$ cat config.mk
export PLATFORM = sky130hd
export DESIGN_NAME = lt_bank_sync
export DESIGN_NICKNAME = d
export VERILOG_FILES = /design/src/rtl/lt_bank_sync.sv
export SDC_FILE = /design/constraint.sdc
export NUM_CORES = 1
export LEC_CHECK = 0
export CAP_MARGIN = 10
export CORE_MARGIN = 2
export CORE_UTILIZATION = 36
export DETAILED_ROUTE_END_ITERATION = 6
export GPL_ROUTABILITY_DRIVEN = 0
export GPL_TIMING_DRIVEN = 0
export PLACE_DENSITY = 0.77
export SYNTH_ARGS = -nofsm -noshare
export SYNTH_HDL_FRONTEND = slang
export SYNTH_SLANG_ARGS = --single-unit
$ cat constraint.sdc
create_clock -name CLK -period 1.4 [get_ports CLK]
set_clock_uncertainty 0.1 [all_clocks]
set_input_delay 0.28 -clock CLK [delete_from_list [all_inputs] [get_ports CLK]]
set_output_delay 0.28 -clock CLK [all_outputs]
set_load 0.005 [all_outputs]
$ cat src/rtl/lt_bank_sync.sv
// Clock-domain replacement for a bank of nG-gated transparent latch cells.
// Every channel runs its own HELD/ARMING/OPEN machine sampled on CLK, with an optional gate debounce.
module lt_bank_sync #(
  parameter int                 WIDTH    = 4,
  parameter int                 CHANNELS = 2,
  parameter int                 BYPASS   = 1,
  parameter int                 FILTER   = 0,
  parameter logic [WIDTH-1:0]   INIT     = '0
) (
  input  logic                         CLK,
  input  logic                         RESET,
  input  logic [CHANNELS-1:0]          nG,
  input  logic [CHANNELS*WIDTH-1:0]    D,
  output logic [CHANNELS*WIDTH-1:0]    P,
  output logic [CHANNELS*WIDTH-1:0]    N,
  output logic [CHANNELS-1:0]          CLOSE_STB
);

  localparam int CNT_W = (FILTER < 1) ? 1 : $clog2(FILTER + 1);
  localparam logic [CNT_W-1:0] FILT    = CNT_W'(FILTER);
  localparam logic [CNT_W-1:0] CNT_ONE = CNT_W'(1);

  typedef enum logic [1:0] {
    HELD   = 2'd0,
    ARMING = 2'd1,
    OPEN   = 2'd2
  } state_t;

  for (genvar c = 0; c < CHANNELS; c++) begin : g_ch
    state_t             state_q, state_d;
    logic [CNT_W-1:0]   cnt_q, cnt_d;
    logic [WIDTH-1:0]   hold_q, hold_d;
    logic               stb_q, stb_d;
    logic [WIDTH-1:0]   d_ch;

    assign d_ch = D[c*WIDTH +: WIDTH];

    // NOTE: every signal gets its hold value first, so no path through this block can infer a latch.
    always_comb begin
      state_d = state_q;
      cnt_d   = cnt_q;
      hold_d  = hold_q;
      stb_d   = 1'b0;
      unique case (state_q)
        HELD: begin
          if (!nG[c]) begin
            if (FILTER == 0) begin
              state_d = OPEN;
              hold_d  = d_ch;
            end else begin
              state_d = ARMING;
              cnt_d   = CNT_ONE;
            end
          end
        end
        ARMING: begin
          if (nG[c]) begin
            state_d = HELD;
            cnt_d   = '0;
          end else if (cnt_q == FILT) begin
            state_d = OPEN;
            hold_d  = d_ch;
            cnt_d   = '0;
          end else begin
            cnt_d = cnt_q + CNT_ONE;
          end
        end
        OPEN: begin
          // Closing is never debounced; the value from the last low sample stays held.
          if (!nG[c]) begin
            hold_d = d_ch;
          end else begin
            state_d = HELD;
            stb_d   = 1'b1;
          end
        end
        default: state_d = HELD;
      endcase
    end

    // NOTE: state registers use non-blocking assignments so all channels update from pre-edge values.
    always_ff @(posedge CLK) begin
      if (RESET) begin
        state_q <= HELD;
        cnt_q   <= '0;
        hold_q  <= INIT;
        stb_q   <= 1'b0;
      end else begin
        state_q <= state_d;
        cnt_q   <= cnt_d;
        hold_q  <= hold_d;
        stb_q   <= stb_d;
      end
    end

    assign P[c*WIDTH +: WIDTH] = ((BYPASS != 0) && (state_q == OPEN)) ? d_ch : hold_q;
    assign CLOSE_STB[c]        = stb_q;
  end

  assign N = ~P;

endmodule

======== Word-level counts from Yosys, hierarchy flattened ========
Index checks and enable logic that the tools add are counted.
operators by class
  $add $sub $neg .......................... 2
  equality and inequality tests ........... 16
  multiplexer cells ....................... 26
  bitwise logic cells ..................... 3
  reduce and logical (&&, ||, !) cells .... 12
operators by type and width
  operator                                                         count
  4-bit two-way mux                                                8
  2-bit != test, second input constant                             10
  2-bit two-way mux                                                8
  4-bit one-hot mux with 2 select lines                            2
  2-bit one-hot mux with 3 select lines                            2
  8-bit inverter                                                   1
  4-bit AND reduction                                              2
  2-bit OR reduction                                               4
  1-bit two-way mux                                                6
  3-bit != test, second input constant                             2
  3-bit AND reduction                                              2
  2-bit by 1-bit == test with 1-bit output, second input constant  2
  2-bit == test, second input constant                             2
  2-bit zero test                                                  2
  2-bit nonzero test                                               2
  1-bit adder, second input constant                               2
  1-bit inverter                                                   2
storage, ports and cells
  flip-flop bits (word level) ............. 16
  input port bits ......................... 12
  output and inout port bits .............. 18
  word-level logic and storage cells ...... 67

======== Depth between registers and ports, before layout ========
  depth after elaboration ................. 4
  gate-level depth with buffers ........... 3
  depth with buffers taken out ............ 2

======== Worst setup path after synthesis ========
Ideal clock, no wire load.
  path type ............................... register to output
  start point ............................. register g_ch[1].state_q[1]
  end point ............................... output N[4]
  arrival time ............................ 0.774 ns
  path slack .............................. 0.246 ns
  cell stages (with the launch flop) ...... 4
  buffers on the path ..................... 1
  path through ............................ dfxtp_1 -> buf_6 -> mux2_4 -> inv_2
on the way
  longest elaborated chain between the ends .. 3
ends and longest elaborated chain
  what                    RTL line  source
  from (decl)             30        state_t state_q, state_d;
  from (signal assigned)  89        state_q <= state_d;
  2-bit == test           96        assign P[c*WIDTH +: WIDTH] = ((BYPASS != 0) && (state_q == OPEN)) ? d_ch : hold_q;
  4-bit two-way mux       96
  via P[4]                14        output logic [CHANNELS*WIDTH-1:0] P,
  8-bit inverter          100       assign N = ~P;
  to (decl)               15        output logic [CHANNELS*WIDTH-1:0] N,
The timed path passes the listed nets, and every way through them passes these cells.

======== Final worst setup path ========
  start point ............................. register g_ch[1].state_q[1]
  end point ............................... output P[7]
on the way
  longest elaborated chain between the ends .. 2
ends and longest elaborated chain
  what               RTL line
  2-bit == test      96
  4-bit two-way mux  96
  to (decl)          14
No other way between the ends.

==> run metrics <==
status=finished with violations; failing checks=negative setup slack; layout-stage area growth over the synthesis result=66.5%; EDFF count, synth=0; final instance area=890 um2; distinct cell type count of the synthesized netlist=10; total via count in the routed design=480; launch instance of the worst min-delay path=nG[1]; total number of clock tree sinks=12; startpoint-to-endpoint class of the critical path=register to output port; Slew @ Worst Pin=175 ps; most area-consuming cells after synthesis=dfxtp_1, mux2i_1, nor2_1, inv_1, buf_2; I/O pin total=30; arrival time reported for the critical path endpoint=1150 ps; terminus of the critical flop-to-flop path=g_ch[1].stb_q; relative max-transition margin=88.1%; Seq/Total Area, Yosys=45.0%; share of flip-flops with an asynchronous set or reset=0%; hold violation count in the final report=0; placed wire-length estimate=860 um; unrepaired setup endpoints after global routing=true; met2 demand-to-capacity share in global routing=26.8%; buffering stage count on the worst path with inverters included=3; most frequent cell after synthesis=mux2i_1; first-pass detailed-route iteration total=2; Critical Path Sink=P[7]; remaining global-route overflow=0; Worst R2R Start=g_ch[1].state_q[1]; die outline width=42.5 um; Crit. Startpoint=g_ch[1].state_q[1]; effective utilization at floorplan=39.6%; fraction of layout instances using a drive strength above 1=45.1%; leakage=0.000464 uW; syn_nets=69; final setup violating endpoints=16; average cell area after synthesis=9.37 um2; Hold WC Path Type=primary input to register; most used routing layer=met2; share of the synthesized area in the top cell type=45.0%; core footprint=1350 um2; Critical Path RT=1020 ps; Cells after Synth=57; Layout fillers=109; largest stage delay on the critical path=380 ps; FF/Latch Area=248 um2; TritonCTS clock tree=done; clock-pin slew reported for the worst setup and hold paths after clock tree synthesis=70 ps; Total GRT Usage=16.0%; worst-path maximum fanout=3; via count of the first global-routing pass=476; aggregate negative setup slack=-1510 ps; count of warnings emitted by yosys=0; share of the cycle needed by the critical path after routing=109%; slowest stage cell on the critical path=dfxtp_4; top cell type by total area after synthesis=dfxtp_1; list of cells traversed by the critical path=buf_6, mux2i_2, inv_1, buf_2; number of buffer cells added on primary ports=27; DR WL/cell=12.6 um; H-tree level count=1; DRT Wirelength=1340 um; Max IR drop VDD=0.549 mV; pin count of the biggest net entering global routing=11; global-route wire length before repair=2070 um; placed insts=99; die height=42.5 um; Cell Pwr Density=872 nW/um2; R2R depth=3; kind of start point of the critical path=register; DRC violations left=0; number of cells on the critical path=4; post-DR vias/cell=4.53; GR Layer Usage met1=18.1%; final-report max-slew violation count=0; fraction of met3 tracks used by global routing=2.59%; R2R setup slack=610 ps; number of core rows=13; Crit path max-delay family=flip-flops; cts-stage hold buffer count=0; top_reg_cell synth=dfxtp_1; post-layout instance count excluding filler cells=106; maximum buffer depth of the clock tree=2; NumNets Final=105; Maximum Capacitance Violations=0; f_max=655 MHz; most used standard cells in the synthesized netlist=mux2i_1, dfxtp_1, nor2_1; standard cell area after detailed placement=823 um2; DIE AREA=1810 um2; FF+latch count, synth=12; Starting DRT DRC Count=2; Critical Path Sink Type=output port; number of antenna violations at the first check in global routing=0; worst-case setup margin in the final layout=-127 ps; clock buffer count from CTS=3; clock root buffer master=clkbuf_4; number of antenna-violating nets in the routed design=0; Ant. Diodes=0; worst slack, placed=-492 ps; final critical delay including setup and external delays=1530 ps; area used by multi-input combinational logic=262 um2; clock latency of the later-clocked register in the worst-skew pair=270 ps; area of the mapped netlist=534 um2
==> layer usage <==
| metal | up-vias | wire length [um] |
|---|---|---|
| met5 | - | 0 |
| met4 | 0 | 19 |
| met3 | 2 | 38 |
| met2 | 11 | 697 |
| met1 | 226 | 579 |
| li1 | 241 | - |
==> worst min path at each step <==
| stage | end | slack, ps | cells past startpoint |
|---|---|---|---|
| global placement | g_ch[0].hold_q[0] | 370 | 2 |
| floorplan | g_ch[1].hold_q[1] | 250 | 1 |
| CTS | g_ch[1].state_q[1] | 180 | 2 |
| detailed placement | g_ch[0].hold_q[3] | 380 | 2 |
| finish | g_ch[1].state_q[1] | 200 | 2 |
| global route | g_ch[1].state_q[1] | 210 | 2 |
==> metrics by stage <==
stage	power [uW]	utilization (%)	hold slack (ps)
2_1_floorplan	451	-	252
3_3_place_gp	562	61.0	374
3_5_place_dp	566	61.0	383
4_1_cts	777	64.9	180
5_1_grt	810	65.9	210
6_report	776	65.9	197
==> worst register-to-register path, cell delays in order, from the launching register on <==
cell,delay [ps]
dfxtp_4,370
buf_6,120
nand2_1,60
nor2_1,40
==> cell type report <==
cell class / instances / share of cell area, %
plain buffers: 5 / 3.38
well taps: 15 / 2.11
inverters: 8 / 3.38
multi-input cells: 30 / 29.4
repair buffers: 33 / 31.4
flip-flops and latches: 12 / 27.8
clock buffers: 3 / 2.53
==> sequential cells by signal (all words and copies together) (netlist names) <==
| name | flops |
|---|---|
| g_ch.stb_q | 2 |
| g_ch.hold_q | 8 |
| g_ch.state_q | 2 |
==> where the power goes <==
part / internal (uW) / switching, uW / total [uW]
clock network: 99.5 / 110 / 209
registers: 358 / 15.1 / 373
logic: 118 / 74.8 / 193
total: 576 / 200 / 776
==> cell families after synthesis <==
logic type | count (synthesis) | share of synthesized area [%]
simple gates | 14 | 9.84
buf+inv | 15 | 14.3
mux | 16 | 30.9
flops | 12 | 45.0
==> timing repair <==
item,4_1_cts,5_1_grt
setup buffers,6,0
resized for setup,81,8
endpoints found under the setup margin,18,16
cloned,0,0
==> placed cells by master, fill, tap and decap left out <==
| master | n |
|---|---|
| inv_1 | 7 |
| buf_12 | 1 |
| dlygate4sd2_1 | 2 |
| buf_2 | 17 |
| dfxtp_1 | 10 |
| nand2_1 | 2 |
| inv_2 | 1 |
| buf_6 | 7 |
| clkdlybuf4s50_1 | 8 |
| mux2i_2 | 5 |
| dfxtp_4 | 2 |
| mux2_4 | 1 |
| clkbuf_4 | 3 |
| mux2i_4 | 2 |
| buf_4 | 2 |
| dlymetal6s2s_1 | 1 |
| mux2i_1 | 8 |
| nor2_1 | 12 |
Note: power is estimated with default switching activity, not from simulation.
